**config.mk**
```make
export PLATFORM = sky130hd
export DESIGN_NAME = uart_tx_fifo
export DESIGN_NICKNAME = d
export VERILOG_FILES = /design/src/rtl/uart_pkg.sv /design/src/rtl/sync_fifo.sv /design/src/rtl/uart_tx_fifo.sv
export SDC_FILE = /design/constraint.sdc
export NUM_CORES = 1
export LEC_CHECK = 0
export ABC_AREA = 1
export BUFFER_PORTS_ARGS = -buffer_cell sky130_fd_sc_hd__buf_2
export CORE_MARGIN = 5
export CORE_UTILIZATION = 34
export CTS_CLUSTER_DIAMETER = 120
export DETAILED_ROUTE_END_ITERATION = 8
export GPL_ROUTABILITY_DRIVEN = 0
export PLACE_DENSITY = 0.47
export SLEW_MARGIN = 5
export SYNTH_ARGS = -nofsm -noshare
export SYNTH_HDL_FRONTEND = slang
export SYNTH_SLANG_ARGS = --single-unit
```
**constraint.sdc**
```tcl
create_clock -name i_clk -period 2.59 [get_ports i_clk]
set_input_delay 0.1295 -clock i_clk [delete_from_list [all_inputs] [get_ports i_clk]]
set_output_delay 0.1295 -clock i_clk [all_outputs]
set_load 0.02 [all_outputs]
```
**src/rtl/uart_pkg.sv**
```systemverilog
// uart_pkg: transmitter state encoding and baud divider helper.
// Define UART_TX_PARITY_EN to add the PARITY state.
package uart_pkg;
  typedef enum logic [2:0] {
    IDLE,
    START,
    DATA,
`ifdef UART_TX_PARITY_EN
    PARITY,
`endif
    STOP
  } tx_state_t;
  function automatic int calc_div(input int clk, input int baud);
    return clk / baud;
  endfunction
endpackage

```
**src/rtl/sync_fifo.sv**
```systemverilog
// sync_fifo: single-clock FIFO with full/empty flags and a dropped-write pulse.
module sync_fifo #(
  parameter int DEPTH = 16,
  parameter int WIDTH = 8
) (
  input  logic             clk_i,
  input  logic             rst_i,
  input  logic             push_i,
  input  logic             pop_i,
  input  logic [WIDTH-1:0] data_i,
  output logic [WIDTH-1:0] data_o,
  output logic             full_o,
  output logic             empty_o,
  output logic             drop_o
);
  localparam int AW = $clog2(DEPTH);
  logic [WIDTH-1:0] mem_q [DEPTH];
  logic [AW-1:0] wr_q, rd_q;
  logic [AW:0] cnt_q;
  logic drop_q, push, pop;
  // Count never exceeds DEPTH, a power of two, so its MSB alone means full.
  assign full_o = cnt_q[AW];
  assign empty_o = cnt_q == '0;
  assign drop_o = drop_q;
  assign push = push_i && !full_o;
  assign pop = pop_i && !empty_o;
  assign data_o = mem_q[rd_q];
  always_ff @(posedge clk_i) begin
    if (push) mem_q[wr_q] <= data_i;
  end
  always_ff @(posedge clk_i) begin
    if (rst_i) begin
      wr_q <= '0;
      rd_q <= '0;
      cnt_q <= '0;
      drop_q <= 1'b0;
    end else begin
      wr_q <= wr_q + AW'(push);
      rd_q <= rd_q + AW'(pop);
      cnt_q <= cnt_q + (AW+1)'(push) - (AW+1)'(pop);
      drop_q <= push_i && full_o;
    end
  end
endmodule

```
**src/rtl/uart_tx_fifo.sv**
```systemverilog
// uart_tx_fifo: FIFO-buffered UART transmitter, start/data/stop frames on o_tx.
// Define UART_TX_PARITY_EN to send an even parity bit after the data bits.
module uart_tx_fifo import uart_pkg::*; #(
  parameter int CLK_SPEED  = 100_000_000,
  parameter int BAUDRATE   = 921600,
  parameter int D_BITS     = 8,
  parameter int SP_BITS    = 1,
  parameter int FIFO_DEPTH = 16
) (
  input  logic              i_clk,
  input  logic              i_rst,
  input  logic [D_BITS-1:0] i_data,
  input  logic              i_wr_en,
  output logic              o_full,
  output logic              o_empty,
  output logic              o_overflow,
  output logic              o_tx,
  output logic              o_busy,
  output logic              o_tx_done
);
  localparam int DIV = calc_div(CLK_SPEED, BAUDRATE);
  localparam int BW = DIV > 1 ? $clog2(DIV) : 1;
  localparam int CW = D_BITS > 1 ? $clog2(D_BITS) : 1;
`ifdef UART_TX_PARITY_EN
  localparam tx_state_t AFTER_DATA = PARITY;
`else
  localparam tx_state_t AFTER_DATA = STOP;
`endif
  tx_state_t state_q, state_d;
  logic [BW-1:0] baud_q;
  logic [CW-1:0] bit_q;
  logic [D_BITS-1:0] data_q, fifo_data;
  logic tx_q, busy_q, done_q, tx_d, pop, baud_last, data_last, stop_last;
  sync_fifo #(.DEPTH(FIFO_DEPTH), .WIDTH(D_BITS)) u_fifo (
    .clk_i(i_clk),
    .rst_i(i_rst),
    .push_i(i_wr_en),
    .pop_i(pop),
    .data_i(i_data),
    .data_o(fifo_data),
    .full_o(o_full),
    .empty_o(o_empty),
    .drop_o(o_overflow)
  );
  assign baud_last = baud_q == BW'(DIV - 1);
  assign data_last = baud_last && bit_q == CW'(D_BITS - 1);
  // bit_q doubles as the stop-bit counter so SP_BITS*DIV fits a DIV-sized baud counter.
  assign stop_last = state_q == STOP && baud_last && bit_q == CW'(SP_BITS - 1);
  assign pop = !o_empty && (state_q == IDLE || stop_last);
  assign o_tx = tx_q;
  assign o_busy = busy_q;
  assign o_tx_done = done_q;
  always_comb begin
    state_d = state_q;
    tx_d = 1'b1;
    case (state_q)
      IDLE: state_d = o_empty ? IDLE : START;
      START: begin
        tx_d = 1'b0;
        state_d = baud_last ? DATA : START;
      end
      DATA: begin
        tx_d = data_q[bit_q];
        state_d = data_last ? AFTER_DATA : DATA;
      end
`ifdef UART_TX_PARITY_EN
      PARITY: begin
        tx_d = ^data_q;
        state_d = baud_last ? STOP : PARITY;
      end
`endif
      STOP: state_d = stop_last ? (o_empty ? IDLE : START) : STOP;
      default: state_d = IDLE;
    endcase
  end
  // Line outputs are registered from the current state, so they trail the FSM by one clock.
  always_ff @(posedge i_clk) begin
    if (i_rst) begin
      state_q <= IDLE;
      baud_q <= '0;
      bit_q <= '0;
      data_q <= '0;
      tx_q <= 1'b1;
      busy_q <= 1'b0;
      done_q <= 1'b0;
    end else begin
      state_q <= state_d;
      tx_q <= tx_d;
      busy_q <= state_q != IDLE;
      done_q <= stop_last;
      if (pop) data_q <= fifo_data;
      baud_q <= (state_d != state_q || baud_last) ? '0 : baud_q + 1'b1;
      bit_q <= (state_d != state_q) ? '0 : bit_q + CW'(baud_last);
    end
  end
endmodule

```
# Word level (Yosys, flattened, before mapping)
# Memory sizes are Yosys's and may differ from the RTL's. A register that Yosys moved wholly into a read port is not among the register bits.
# Cells that the tools add are included.
[word_totals]
out_inout_bits = 6
register_bits = 30
mem_count = 1
word_cells = 51
ram_bits = 128
[mem_list]
columns = ["memory", "depth", "word_bits", "read_ports", "rd_ports_with_merged_regs", "wr", "line_no", "source"]
rows = [
  ["u_fifo.mem_q", 16, 8, 1, 1, 1, "sync_fifo.sv:17", "logic [WIDTH-1:0] mem_q [DEPTH];"],
]
[op_classes]
reduce_logical = 17
mux = 10
eq_ne = 6
add_sub_neg = 6
magnitude_cmp = 1
[ops]
columns = ["cell", "count"]
rows = [
  ["4-bit by 1-bit adder with 4-bit output", 2],
  ["2-bit one-hot mux with 4 select lines", 1],
  ["7-bit by 1-bit adder with 7-bit output, second input constant", 1],
  ["7-bit equality test, second input constant", 1],
  ["1-bit logical AND", 7],
  ["3-bit by 2-bit equality test with 1-bit output, second input constant", 2],
  ["3-bit logical NOT", 2],
  ["5-bit by 1-bit adder with 5-bit output", 1],
  ["5-bit logical NOT", 1],
  ["1-bit 2-to-1 mux", 5],
  ["5-bit by 1-bit subtractor with 5-bit output", 1],
  ["3-bit by 4-bit less-than comparator with 1-bit output, second input constant", 1],
  ["2-bit 2-to-1 mux", 2],
  ["2-bit OR reduction", 2],
  ["3-bit by 1-bit adder with 3-bit output", 1],
  ["1-bit binary-select mux with 3-bit select", 1],
  ["3-bit by 1-bit equality test with 1-bit output, second input constant", 1],
  ["3-bit equality test, second input constant", 1],
  ["3-bit inequality test", 1],
  ["3-bit nonzero test", 1],
  ["1-bit logical NOT", 2],
  ["1-bit logical OR", 2],
  ["1-bit one-hot mux with 2 select lines", 1],
]

# Longest topological paths before layout
[logic_depth]
depth_word = 8
depth_mapped = 14
ltp_nobuf = 13

# Hierarchy
# Synthesis repeated with hierarchy kept, for this count alone.
[hier_totals]
hier_cells = 766
area_unflattened_um2 = 7334.5
[modules_own_cells]
columns = ["module", "area_each_um2", "cells_per_inst", "seq_area_each_um2", "instances"]
rows = [
  ["sync_fifo", 6292.3, 629, 4124.0, 1],
  ["uart_tx_fifo", 1042.2, 137, 460.4, 1],
]

# Least setup slack after synthesis
# No wires, ideal clock.
[synth_path]
kind = "flip-flop to flip-flop"
start = "reg u_fifo.cnt_q[3]"
end = "reg u_fifo.cnt_q[4]"
slack_ns = 0.037
t_arrival_ns = 2.433
setup_time_ns = 0.119
synth_period_minus_slack_ns = 2.553
path_stages_with_launch = 15
required_time_ns = 2.471
cell_sequence = "dfxtp_1 -> inv_1 -> ha_1 -> nand3_1 -> nor2_1 -> a21oi_4 -> buf_6 -> ha_1 -> inv_1 -> ha_1 -> fa_1 -> nand3_1 -> nand2_1 -> o21ai_0 -> a21oi_1"
[synth_between]
elab_chain_len = 5
elab_cells_between_ends = 6
classes_between = "2 x add/sub; 4 x reduce/logical"
[synth_lines]
columns = ["item", "line_no", "source"]
rows = [
  ["start: declaration", "sync_fifo.sv:19", "logic [AW:0] cnt_q;"],
  ["start signal: assignment", "sync_fifo.sv:40", "cnt_q <= cnt_q + (AW+1)'(push) - (AW+1)'(pop);"],
  ["5-bit logical NOT (*)", "sync_fifo.sv:23", "assign empty_o = cnt_q == '0;"],
  ["via o_empty", "uart_tx_fifo.sv:15", "output logic o_empty,"],
  ["1-bit logical NOT (*)", "sync_fifo.sv:26, uart_tx_fifo.sv:49", ""],
  ["1-bit logical AND", "uart_tx_fifo.sv:49", "assign pop = !o_empty && (state_q == IDLE || stop_last);"],
  ["1-bit logical AND (*)", "sync_fifo.sv:26", "assign pop = pop_i && !empty_o;"],
  ["5-bit by 1-bit subtractor with 5-bit output (*)", "sync_fifo.sv:40", ""],
]
# Mark *: on every way through the listed nets, which the timed path passes. The rest lies on a longest branch.
# A chain may end at the register's enable or synchronous reset.

# Final worst setup path
[layout_path]
start = "reg baud_q[0]"
end = "reg u_fifo.cnt_q[4]"
[layout_between]
elab_chain_len = 7
[layout_lines]
columns = ["item", "line_no", "source"]
rows = [
  ["start: declaration", "uart_tx_fifo.sv:30", "logic [BW-1:0] baud_q;"],
  ["start signal: assignment", "uart_tx_fifo.sv:92", "baud_q <= (state_d != state_q || baud_last) ? '0 : baud_q + 1'b1;"],
  ["7-bit equality test", "uart_tx_fifo.sv:45", "assign baud_last = baud_q == BW'(DIV - 1);"],
  ["1-bit logical AND (2 in series)", "uart_tx_fifo.sv:48", "assign stop_last = state_q == STOP && baud_last && bit_q == CW'(SP_BITS - 1);"],
  ["1-bit logical OR", "uart_tx_fifo.sv:49", ""],
  ["1-bit logical AND", "uart_tx_fifo.sv:49", ""],
  ["1-bit logical AND", "sync_fifo.sv:26", ""],
  ["5-bit by 1-bit subtractor with 5-bit output", "sync_fifo.sv:40", ""],
]
# Every way passes these cells.

==> run metrics <==
status=finished, final reports clean; Layout Nets=723; synthesized area per cell=10.4 um2; Synth Instances=666; diode count=0; post-synthesis sequential area ratio=0.663; Routed Antenna Nets=0; Finished Layout Cells=981; Worst Hold Path Cells=2; met3 wire length=492 um; number of flops mapped to enable cells by yosys=128; # setup viols final=0; CP Depth=13; Root Buffer=clkbuf_16; largest area contributor in the netlist=edfxtp_1; Post-synth top cells=nor2_1 (164), edfxtp_1 (128), nand2_1 (98), o21ai_1 (54), nand3_1 (46); placed cell count=948; Detailed Route Iter0 Violations=346; Hold Vio Cnt, Final=0; Layout Skew=8.17 ps; share of layout cells above drive strength 1=0.121; Routed WL per cell=16.5 um; Worst Path Max Fanout=5; Crit Path Class=flip-flop to flip-flop; Post CTS Setup Buffer Count=0; total number of vias=4,641; die width=153 um; setup TNS=0 ps; Post-Route WL=16.2 mm; CTS tree=done; Top Ports=17; drt via density=4.73; CP Capture Type=flip-flop; critical path's most frequent cell=ha_1; HPWL after DPL=10.2 mm; Area growth, synth to finish=16.0%; worst slew pin tran=638 ps; number of port buffers=16; R2R depth=13; global route overflow=0; first-pass GRT wire length=26.2 mm; TritonCTS Sinks=165; Yosys warning count=0; Max stage delay cell, worst path=fa_1; top-count cell post-synth=nor2_1; GRT Total Usage=0.146; Synth Flop Type=edfxtp_1; fmax=423 MHz; family with the most delay on the worst path=adder cells; Lkg Pwr=3.00 nW; Num CTS Buffers=17; Die Y=153 um; vias in the first global route=4,630; maxcap violations=0; RSZ-0062 raised after global routing=no; Initial Utilization=0.344; Worst EP arrival=2670 ps; maximum buffer depth of the clock tree=2; fin crit period=2360 ps; antenna violations before repair=0; max_slew headroom=0.575; largest net degree at the start of global routing=66; Hold Crit Class=primary input to flip-flop; Worst setup SP type=flip-flop; crit share post-route=0.912; Worst VDD drop=0.628 mV; Synth Net Count=691; H-tree Lvls=4; cell area after synthesis=6910 um2; Core ar.=20,100 um2; DR WL met2=7.68 mm; fill cell count=1,964; top cells by area, synth=edfxtp_1 (56%), dfxtp_1 (11%), nor2_1 (8.9%); worst-skew pair later-pin latency=430 ps; top routing layer used=met4; CTS Hold Buffers Added=1; M1 wire length=7.64 mm; drt pass-1 iters=5; Critical Path RT=2900 ps; die area=23,300 um2; flops & latches, synth=165; Post-route DRC=0; Worst-path clk slew=60 ps; P per Cell Area=972 nW/um2; max-slew violations=0; buffers plus inverters on the worst setup path=1; CTS resizes=0; post-layout util=0.399; cell row count=52; Crit path largest cell delay=410 ps; FFs w/ async S/R, synth=0; Synth cell types=31; post-synth top area share=0.556; CP cell instances=ha_1, nand3_2, nor2_4, nand2_4, a21oi_4, ha_1, inv_1, ha_1, fa_1, nand3_1, nand2_1, o21ai_0, a21oi_1
layout by cell type, fill, tap and decap left out, types with 17 or more instances in the layout:
cell         n
edfxtp_1   128
o21ai_1     54
nor2_1     164
o21ai_0     21
buf_4       21
nand3_1     46
dfxtp_1     36
nand2_1     98
clkbuf_16   17
inv_1       30
metal layers:
layer / vias to the layer above / GRT usage
met2: 82 / 0.232
li1: 2314 / -
met1: 2220 / 0.200
met3: 25 / 0.0264
met5: - / 0
met4: 0 / 0.0569
path summary, 6_finish.rpt:
| path | start | end | slack, ps |
|---|---|---|---|
| max | baud_q[0]$_SDFF_PP0_ | u_fifo.cnt_q[4]$_SDFF_PP0_ | 230 |
| min | i_rst | u_fifo.cnt_q[2]$_SDFF_PP0_ | 60 |
| max reg2reg | baud_q[0]$_SDFF_PP0_ | u_fifo.cnt_q[4]$_SDFF_PP0_ | 230 |
| min reg2reg | baud_q[0]$_SDFF_PP0_ | baud_q[0]$_SDFF_PP0_ | 460 |
cell families after synthesis:
kind of cell / synth area share
AOI/OAI and AO/OA: 0.0710
xor gates and xnor gates: 0.0101
adders and majority gates: 0.0264
buffers and inverters: 0.0400
DFF: 0.663
and+or+nand+nor: 0.189
sequential cells by signal (all words and copies together) (netlist names), 2 cells and up:
signal / flops
u_fifo.wr_q: 4
u_fifo.mem_q: 128
data_q: 8
u_fifo.cnt_q: 5
state_q: 2
bit_q: 3
u_fifo.rd_q: 4
baud_q: 7
report_power, final:
part	leakage, nW	internal, mW	switching [mW]
clock	0.298	1.61	1.00
combinational	1.25	0.686	1.32
sequential	1.46	3.05	0.120
total	3.00	5.35	2.44
stage by stage:
stage	instance area [um2]	total power [mW]	hold WS (ps)	worst slack, ps
floorplan	6910	4.69	199	37.4
global route	8020	8.33	72.6	21.4
CTS	8020	7.88	45.1	210
finish	8020	7.79	55.7	228
detailed placement	7390	5.26	374	226
global placement	7390	5.22	369	288
cell type report:
class | instances | area, um2 | share of cell area
clock inverters | 13 | 183 | 0.0228
flip-flops and latches | 165 | 4590 | 0.572
clock buffers | 19 | 433 | 0.0540
repair buffers | 40 | 288 | 0.0359
multi-input cells | 436 | 2050 | 0.256
well taps | 270 | 338 | 0.0421
inverters | 38 | 143 | 0.0178
No activity file was read; power rests on OpenSTA's default activity.
